`src/rtl/dsp_pkg.sv`:
```
// Shared DDS helpers: quadrant codes, quadrant fold and quarter-wave table formula.
// Pure constants/functions; no latency or flow control.
package dsp_pkg;

  localparam logic [1:0] Q0 = 2'd0;
  localparam logic [1:0] Q1 = 2'd1;
  localparam logic [1:0] Q2 = 2'd2;
  localparam logic [1:0] Q3 = 2'd3;

  localparam int DEF_TAB [32] = '{
    3, 9, 16, 22, 28, 34, 40, 46, 51, 57, 63, 68, 73, 78, 83, 88,
    92, 96, 100, 104, 107, 111, 113, 116, 118, 121, 122, 124, 125, 126, 127, 127
  };

  // Odd quadrants walk the quarter table backwards.
  function automatic logic fold_mirror(logic [1:0] q);
    case (q)
      Q1, Q3:  return 1'b1;
      default: return 1'b0;
    endcase
  endfunction

  function automatic int fold_sample(logic [1:0] q, int t_val);
    case (q)
      Q0, Q1:  return t_val;
      Q2, Q3:  return -t_val;
      default: return t_val;
    endcase
  endfunction

  // round(amp * sin((i+0.5)*pi/2^(addr_w+1))); series is accurate well past 16-bit samples.
  function automatic int sine_tab(int idx, int addr_w, int data_w);
    real amp;
    real x;
    real term;
    real s;
    if (addr_w == 5 && data_w == 8) return DEF_TAB[idx[4:0]];
    amp  = real'((1 << (data_w - 1)) - 1);
    x    = (real'(idx) + 0.5) * 3.14159265358979 / real'(1 << (addr_w + 1));
    term = x;
    s    = x;
    for (int k = 1; k < 8; k++) begin
      term = -term * x * x / real'((2 * k) * (2 * k + 1));
      s    = s + term;
    end
    return $rtoi(s * amp + 0.5);
  endfunction

endpackage

```
`src/rtl/quarter_sine_rom.sv`:
```
// Dual-port quarter-wave sine ROM with fold; registered read is pipeline stage 2.
// Latency 1; updates only when i_rd_en, otherwise holds last samples (no backpressure).
module quarter_sine_rom
  import dsp_pkg::*;
#(
  parameter int ADDR_W = 5,
  parameter int DATA_W = 8
) (
  input  logic              clk,
  input  logic              rst,
  input  logic              i_rd_en,
  input  logic [1:0]        i_sin_q,
  input  logic [ADDR_W-1:0] i_sin_a,
  input  logic [1:0]        i_cos_q,
  input  logic [ADDR_W-1:0] i_cos_a,
  output logic [DATA_W-1:0] o_sin,
  output logic [DATA_W-1:0] o_cos
);

  localparam int N = 1 << ADDR_W;

  logic [DATA_W-1:0] w_tab [N];
  logic [ADDR_W-1:0] w_sin_idx;
  logic [ADDR_W-1:0] w_cos_idx;
  logic [DATA_W-1:0] w_sin;
  logic [DATA_W-1:0] w_cos;
  logic [DATA_W-1:0] r_sin;
  logic [DATA_W-1:0] r_cos;

  for (genvar g = 0; g < N; g++) begin : g_tab
    assign w_tab[g] = DATA_W'(sine_tab(g, ADDR_W, DATA_W));
  end

  // N-1-a is the bitwise inverse of a within ADDR_W bits.
  assign w_sin_idx = fold_mirror(i_sin_q) ? ~i_sin_a : i_sin_a;
  assign w_cos_idx = fold_mirror(i_cos_q) ? ~i_cos_a : i_cos_a;
  assign w_sin     = DATA_W'(fold_sample(i_sin_q, int'(w_tab[w_sin_idx])));
  assign w_cos     = DATA_W'(fold_sample(i_cos_q, int'(w_tab[w_cos_idx])));

  always_ff @(posedge clk or posedge rst) begin
    if (rst) begin
      r_sin <= '0;
      r_cos <= '0;
    end else if (i_rd_en) begin
      r_sin <= w_sin;
      r_cos <= w_cos;
    end
  end

  assign o_sin = r_sin;
  assign o_cos = r_cos;

endmodule

```
`src/rtl/dds_sine_gen.sv`:
```
// DDS sine/cosine generator: phase accumulator, quadrant decode, folded quarter-wave ROM.
// Fixed latency 2 from en, full throughput; free-running, no backpressure.
module dds_sine_gen
  import dsp_pkg::*;
#(
  parameter int PHASE_W = 16,
  parameter int ADDR_W  = 5,
  parameter int DATA_W  = 8
) (
  input  logic               clk,
  input  logic               rst,
  input  logic               en,
  input  logic               clr,
  input  logic               inc_we,
  input  logic [PHASE_W-1:0] inc_in,
  output logic [DATA_W-1:0]  sin_out,
  output logic [DATA_W-1:0]  cos_out,
  output logic               valid_out
);

  logic [PHASE_W-1:0] r_phase;
  logic [PHASE_W-1:0] r_inc;
  logic [1:0]         r_q;
  logic [ADDR_W-1:0]  r_a;
  logic               r_vld1;
  logic               r_vld2;
  logic [1:0]         w_cos_q;

  // clr wins over accumulate, but an en in the same cycle still samples the old phase.
  always_ff @(posedge clk or posedge rst) begin
    if (rst) begin
      r_phase <= '0;
      r_inc   <= '0;
      r_q     <= '0;
      r_a     <= '0;
      r_vld1  <= 1'b0;
      r_vld2  <= 1'b0;
    end else begin
      if (inc_we) r_inc <= inc_in;
      if (clr) r_phase <= '0;
      else if (en) r_phase <= r_phase + r_inc;
      if (en) begin
        r_q <= r_phase[PHASE_W-1 -: 2];
        r_a <= r_phase[PHASE_W-3 -: ADDR_W];
      end
      r_vld1 <= en;
      r_vld2 <= r_vld1;
    end
  end

  assign w_cos_q = r_q + Q1;

  quarter_sine_rom #(
    .ADDR_W(ADDR_W),
    .DATA_W(DATA_W)
  ) u_rom (
    .clk     (clk),
    .rst     (rst),
    .i_rd_en (r_vld1),
    .i_sin_q (r_q),
    .i_sin_a (r_a),
    .i_cos_q (w_cos_q),
    .i_cos_a (r_a),
    .o_sin   (sin_out),
    .o_cos   (cos_out)
  );

  assign valid_out = r_vld2;

endmodule

```
`config.mk`:
```
export PLATFORM = sky130hd
export DESIGN_NAME = dds_sine_gen
export DESIGN_NICKNAME = d
export VERILOG_FILES = /design/src/rtl/dsp_pkg.sv /design/src/rtl/quarter_sine_rom.sv /design/src/rtl/dds_sine_gen.sv
export SDC_FILE = /design/constraint.sdc
export NUM_CORES = 1
export LEC_CHECK = 0
export CORE_MARGIN = 2
export CORE_UTILIZATION = 39
export DETAILED_ROUTE_END_ITERATION = 7
export PLACE_DENSITY_LB_ADDON = 0.08
export SETUP_SLACK_MARGIN = 0.2
export SLEW_MARGIN = 20
export SYNTH_ARGS = -nofsm -noshare
export SYNTH_HDL_FRONTEND = slang
export SYNTH_HIERARCHICAL = 1
export SYNTH_SLANG_ARGS = --single-unit
```
`constraint.sdc`:
```
create_clock -name clk -period 5.4 [get_ports clk]
set_input_delay 0.81 -clock clk [delete_from_list [all_inputs] [get_ports clk]]
set_output_delay 0.81 -clock clk [all_outputs]
set_load 0.1 [all_outputs]
```
# After elaboration in Yosys (flattened, before gate mapping)
# Memories as Yosys holds them, arrays and structs flattened.
# Index checks and enable logic that the tools add are counted.
# classes
n_addsub	4
mul	0
n_div	0
n_lt_le_gt_ge	2
eq_ne	6
shift	0
muxes	12
bitwise	3
n_reduce_logical	9
# ops
cell	n
16-bit 2-to-1 mux	2
8-bit 2-to-1 mux	4
8-bit one-hot mux with 2 select lines	2
16-bit adder	1
8-bit negator	2
6-bit >= comparator, second input constant	2
5-bit NOT with 6-bit output	2
2-bit OR reduction	6
5-bit 2-to-1 mux	2
2-bit == test, second input constant	4
5-bit NOT	1
2-bit by 1-bit == test with 1-bit output, second input constant	2
2-bit zero test	2
2-bit by 1-bit adder with 2-bit output, second input constant	1
1-bit 2-to-1 mux	2
2-bit nonzero test	1
# word_totals
reg_bits	57
latch_bits	0
mem_bits_rw	0
mem_bits_ro	512
output_inout_bits	17
word_cells	46
memories	2
# memory_table
memory	depth	width	rd	rd_ports_with_merged_regs	write_ports	line	rtl
(name not given)	32	8	1	0	0	quarter_sine_rom.sv:37	assign w_sin = DATA_W'(fold_sample(i_sin_q, int'(w_tab[w_sin_idx])));
(name not given)	32	8	1	0	0	quarter_sine_rom.sv:38	assign w_cos = DATA_W'(fold_sample(i_cos_q, int'(w_tab[w_cos_idx])));

# Depth between registers and ports, before layout
# depth
ltp_word	11
depth_mapped	11

# Cells and area by module
# Netlist, hierarchy kept.
# by_module_without_submodules
mod	n_inst	cells_each	area_per_inst_um2
quarter_sine_rom	1	332	2432.3
dds_sine_gen	1	211	2263.4

# Least setup slack after synthesis
# Ideal clock, no wire load.
# synth_path
path_type	reg2reg
start	reg r_a[2]
end	reg u_rom.r_sin[2] (netlist: u_rom/o_sin[2])
setup_ns	0.125
arrival_time_ns	2.167
slack_ns	3.107
stages_incl_launch_ff	12
n_path_buf	3
period_less_slack_ns	2.293
path_cell_list	dfrtp_1 buf_4 buf_4 buf_6 nor2_1 a221oi_1 o221ai_1 a21oi_2 ha_1 nor2b_1 xnor2_1 mux2_2
# synth_via
elab_chain_len	8
# synth_rtl
element	line	rtl
start, declared	dds_sine_gen.sv:24	logic [ADDR_W-1:0] r_a;
start signal, assigned	dds_sine_gen.sv:44	r_a <= r_phase[PHASE_W-3 -: ADDR_W];
5-bit NOT	quarter_sine_rom.sv:35	assign w_sin_idx = fold_mirror(i_sin_q) ? ~i_sin_a : i_sin_a;
5-bit 2-to-1 mux (*)	quarter_sine_rom.sv:35	
5-bit NOT with 6-bit output (implied by the code) (*)	quarter_sine_rom.sv:37	
memory read 32 x 8 bit (*)	-	
8-bit 2-to-1 mux (implied by the code) (*) (2 in series)	quarter_sine_rom.sv:37	
8-bit negator	dsp_pkg.sv:26	Q2, Q3: return -t_val;
8-bit one-hot mux with 2 select lines (*)	dsp_pkg.sv:24	case (q)
end signal, assigned	quarter_sine_rom.sv:45	r_sin <= w_sin;
end, declared	quarter_sine_rom.sv:27	logic [DATA_W-1:0] r_sin;
# Every way passes the cells marked *; elsewhere a longest branch is shown, timed or not. The select of a mux whose other input is x is not followed.
# A chain may end at the register's enable or synchronous reset.

# Worst setup path in the final report
# layout_path
start	reg r_q[0]
end	reg u_rom.r_cos[4] (netlist: u_rom/o_cos[4])
# layout_via
elab_chain_len	11
# layout_rtl
element	line	rtl
start, declared	dds_sine_gen.sv:23	logic [1:0] r_q;
start signal, assigned	dds_sine_gen.sv:43	r_q <= r_phase[PHASE_W-1 -: 2];
2-bit by 1-bit adder with 2-bit output (*)	dds_sine_gen.sv:51	assign w_cos_q = r_q + Q1;
net w_cos_q[0]	dds_sine_gen.sv:27	logic [1:0] w_cos_q;
2-bit by 1-bit == test with 1-bit output or 2-bit == test (tied branches)	-	
2-bit OR reduction	dsp_pkg.sv:17	case (q)
1-bit 2-to-1 mux	dsp_pkg.sv:17	
5-bit 2-to-1 mux	quarter_sine_rom.sv:36	assign w_cos_idx = fold_mirror(i_cos_q) ? ~i_cos_a : i_cos_a;
5-bit NOT with 6-bit output (implied by the code)	quarter_sine_rom.sv:38	
memory read 32 x 8 bit	-	
8-bit 2-to-1 mux (implied by the code) (2 in series)	quarter_sine_rom.sv:38	
8-bit negator	dsp_pkg.sv:26	
8-bit one-hot mux with 2 select lines (*)	dsp_pkg.sv:24	
end signal, assigned	quarter_sine_rom.sv:46	r_cos <= w_cos;
end, declared	quarter_sine_rom.sv:28	logic [DATA_W-1:0] r_cos;
# The timed path passes the listed nets; every way through them passes the cells marked *. The select of a mux whose other input is x is not followed.

==> results.py <==
metrics = {
    "outcome": {
        "status": "finished, final reports clean",
    },
    "worst_setup_path": {
        "endpoint_kind": "flip-flop",
        "endpoint": "u_rom/o_cos[4]",
        "cpMostUsedCell": "nor2_1",
        "cp.arrival_ps": 3450,
        "crit_chain": "inv_1 -> nor2_1 -> a221oi_1 -> o221ai_1 -> nor2_1 -> ha_1 -> a21boi_0 -> xor2_1 -> a21oi_1",
        "path_delay_family": "flip-flops",
        "r2r_end": "u_rom/o_cos[4]",
        "r2r-start": "r_q[0]",
        "critPathLaunch": "r_q[0]",
        "cp_num_buf_inv": 1,
        "startpoint_type": "flip-flop",
        "max_stage_delay_ps": 830,
        "cp_max_fo": 33,
        "r2r_slack_ps": 2140,
        "path_depth": 9,
        "criticalPathCategory": "flip-flop to flip-flop",
        "crit_required_ps": 5590,
        "r2r_cells": 9,
        "slowest_stage": "dfrtp_1",
    },
    "detailed_routing": {
        "vias": 4119,
        "drc_errors": 0,
        "routed_wl_mm": 11.1,
        "via_per_inst": 5.81,
        "drtIter0Drc": 253,
        "post_drt_wl_per_cell_um": 15.6,
        "firstDrtPassIters": 5,
        "detail-route-antenna-nets": 0,
    },
    "pwr": {
        "p_sw_uw": 1290,
        "pwr-share-seq_pct": 23.7,
        "combinationalPowerShare_pct": 53.2,
        "p_leak_uw": 0.00219,
        "power.internal_uw": 1450,
        "power_frac_clock_pct": 23.1,
        "peakVddDrop_mv": 0.254,
        "power_density_nw_per_um2": 506,
        "swShare_pct": 47.1,
    },
    "clock_tree": {
        "clkLatencyLatePin_ps": 340,
        "postCtsSetupRepairBufs": 0,
        "h-tree-depth": 3,
        "cts_tree": "yes",
        "clock_sinks": 57,
        "cts_buffers": 9,
        "clk_path_buf_depth": 2,
        "hold_buffers": 0,
        "path_clk_slew_ps": 50,
        "cts_resized": 0,
        "cts_root_buf": "clkbuf_16",
    },
    "timing": {
        "fin_skew_ps": 4.99,
        "post-route-min-period_ps": 3260,
        "final-max-slew-violation-count": 0,
        "slew_headroom_pct": 34.6,
        "tightestPinTransition_ps": 978,
        "final-setup-viol-count": 0,
        "rsz0062_at_grt": "no",
        "fin_ws_ps": 2140,
        "fin_crit_sh_pct": 60.4,
        "hold_violations": 0,
        "fmax_ghz": 0.306,
        "finalSetupTns_ps": 0,
    },
    "place": {
        "io_buffers": 37,
        "post-dp-hpwl_mm": 7.68,
        "place.gp.congestion": 0.842,
        "place_ws_ps": 2140,
        "place_area_um2": 5070,
    },
    "floorplan": {
        "die_w_um": 114,
        "fp-row-count": 40,
        "die_y_um": 114,
        "initial_core_util_pct": 39.6,
        "num_io_pins": 38,
        "die-area_um2": 12900,
        "core_area_um2": 11900,
    },
    "synthesis": {
        "ys_warn_count": 6,
        "synth_nets": 582,
        "async_reset_ff_share_pct": 100,
        "syn_area_per_cell_um2": 8.65,
        "syn_inst": 543,
        "synth_edf_count": 0,
        "synth_cell_types": 78,
        "yosys_register_bits": 57,
        "synth_seq_area_share_pct": 30.4,
        "synth_area_um2": 4700,
        "synth_flop_cell": "dfrtp_1",
    },
    "finish": {
        "final_cell_mix": "dfrtp_1, nor2_1, o21ai_0, nand2_1, clkdlybuf4s50_1",
        "layout_commonest_cell": "dfrtp_1",
        "area_delta_synth_final_pct": 15.1,
        "fill_cells": 1178,
        "final_nets": 596,
        "antenna_cells": 0,
        "drive_above_1_share_pct": 11.2,
        "final_area_um2": 5400,
    },
    "global_route": {
        "grt_antenna_before_repair": 0,
        "grt_pass1_wl_mm": 19.1,
        "grt_remaining_overflow": 0,
        "grt_pass1_vias": 3911,
        "grt_use_total_pct": 18.2,
        "grt_max_degree": 48,
    },
    "job": {
        "maxCapViolCount": 0,
    },
    "min_path": {
        "hold_class": "flip-flop to flip-flop",
    },
}
cells in the mapped netlist (all sizes together), types with 5 or more instances:
cell / count / area [um^2]
o22ai: 5 / 31.3
nand3: 10 / 50.1
o21ai: 41 / 205
buf: 29 / 191
o211ai: 8 / 60.1
nor3b: 14 / 120
nor2b: 28 / 175
a22oi: 8 / 60.1
mux2: 25 / 282
nor3: 11 / 55.1
a21o: 6 / 45.0
nand2: 39 / 149
ha: 17 / 213
o21a: 8 / 60.1
a21oi: 29 / 153
dfrtp: 57 / 1430
a31oi: 6 / 37.5
xnor2: 6 / 52.6
a211oi: 8 / 70.1
nand3b: 5 / 37.5
clkbuf: 14 / 52.6
nand4: 5 / 31.3
nor2: 40 / 150
inv: 16 / 60.1
and2: 8 / 50.1
nand2b: 10 / 62.6
and3: 5 / 31.3
registers in the layout (all words and copies together), names as in the netlist:
| register | flops |
|---|---|
| u_rom/o_sin | 8 |
| r_q | 2 |
| r_vld1 | 1 |
| r_a | 5 |
| r_inc | 16 |
| r_phase | 16 |
| u_rom/o_cos | 8 |
| valid_out | 1 |
per-stage QoR:
stage | total power (uW) | hold slack [ps] | instances | util (%)
2_1_floorplan | 1820 | 417 | 543 | -
3_3_place_gp | 2100 | 472 | 693 | 42.8
3_5_place_dp | 2110 | 469 | 693 | 42.8
4_1_cts | 2760 | 480 | 709 | 45.5
5_1_grt | 2920 | 525 | 709 | 45.5
6_report | 2730 | 483 | 709 | 45.5
how the worst min path moves through the flow:
stage | slack [ps] | from | end | cells past startpoint
final | 480 | u_rom/o_sin[1] | u_rom/o_sin[1] | 1
after global routing | 520 | u_rom/o_cos[2] | u_rom/o_cos[2] | 1
after CTS | 480 | u_rom/o_sin[1] | u_rom/o_sin[1] | 1
after detailed placement | 470 | u_rom/o_sin[1] | u_rom/o_sin[1] | 1
after global placement | 470 | u_rom/o_sin[1] | u_rom/o_sin[1] | 1
after floorplan | 420 | r_vld1 | valid_out | 0
cell families after synthesis:
| logic type | Yosys count | synth area share, % |
|---|---|---|
| and+or+nand+nor | 191 | 22.4 |
| DFF | 57 | 30.4 |
| muxes | 29 | 6.85 |
| buffers and inverters | 60 | 6.55 |
| AOI/OAI and AO/OA | 178 | 27.0 |
| adders and majority gates | 18 | 4.96 |
| xor gates and xnor gates | 10 | 1.87 |
per-layer routing:
metal,global-route usage (%),part of all wire (%)
met1,23.7,47
met5,0,0
met2,30.3,48
met3,3.56,3.4
met4,6.26,1.6
worst reg2reg max path: stages (launching register included):
cell and delay, ps:
dfrtp_1 830, inv_1 640, nor2_1 430, a221oi_1 140, o221ai_1 270, nor2_1 110, ha_1 240, a21boi_0 200
xor2_1 170, a21oi_1 80
power groups by stage:
stage	Sequential, uW	Clock [uW]	Combinational, uW
finish	649	631	1450
global route	670	669	1580
CTS	650	651	1460
detailed placement	658	0	1450
global placement	656	0	1450
floorplan	999	0	824
area by class of cell:
class	instances	area (um^2)	area share (%)
clock inverter	6	90.1	1.67
multi-input combinational	426	2960	54.8
clock buffer	10	239	4.42
timing repair buffer	46	438	8.11
inverter	17	63.8	1.18
sequential	57	1430	26.4
tap	147	184	3.40
(Power assumes the default switching activity.)
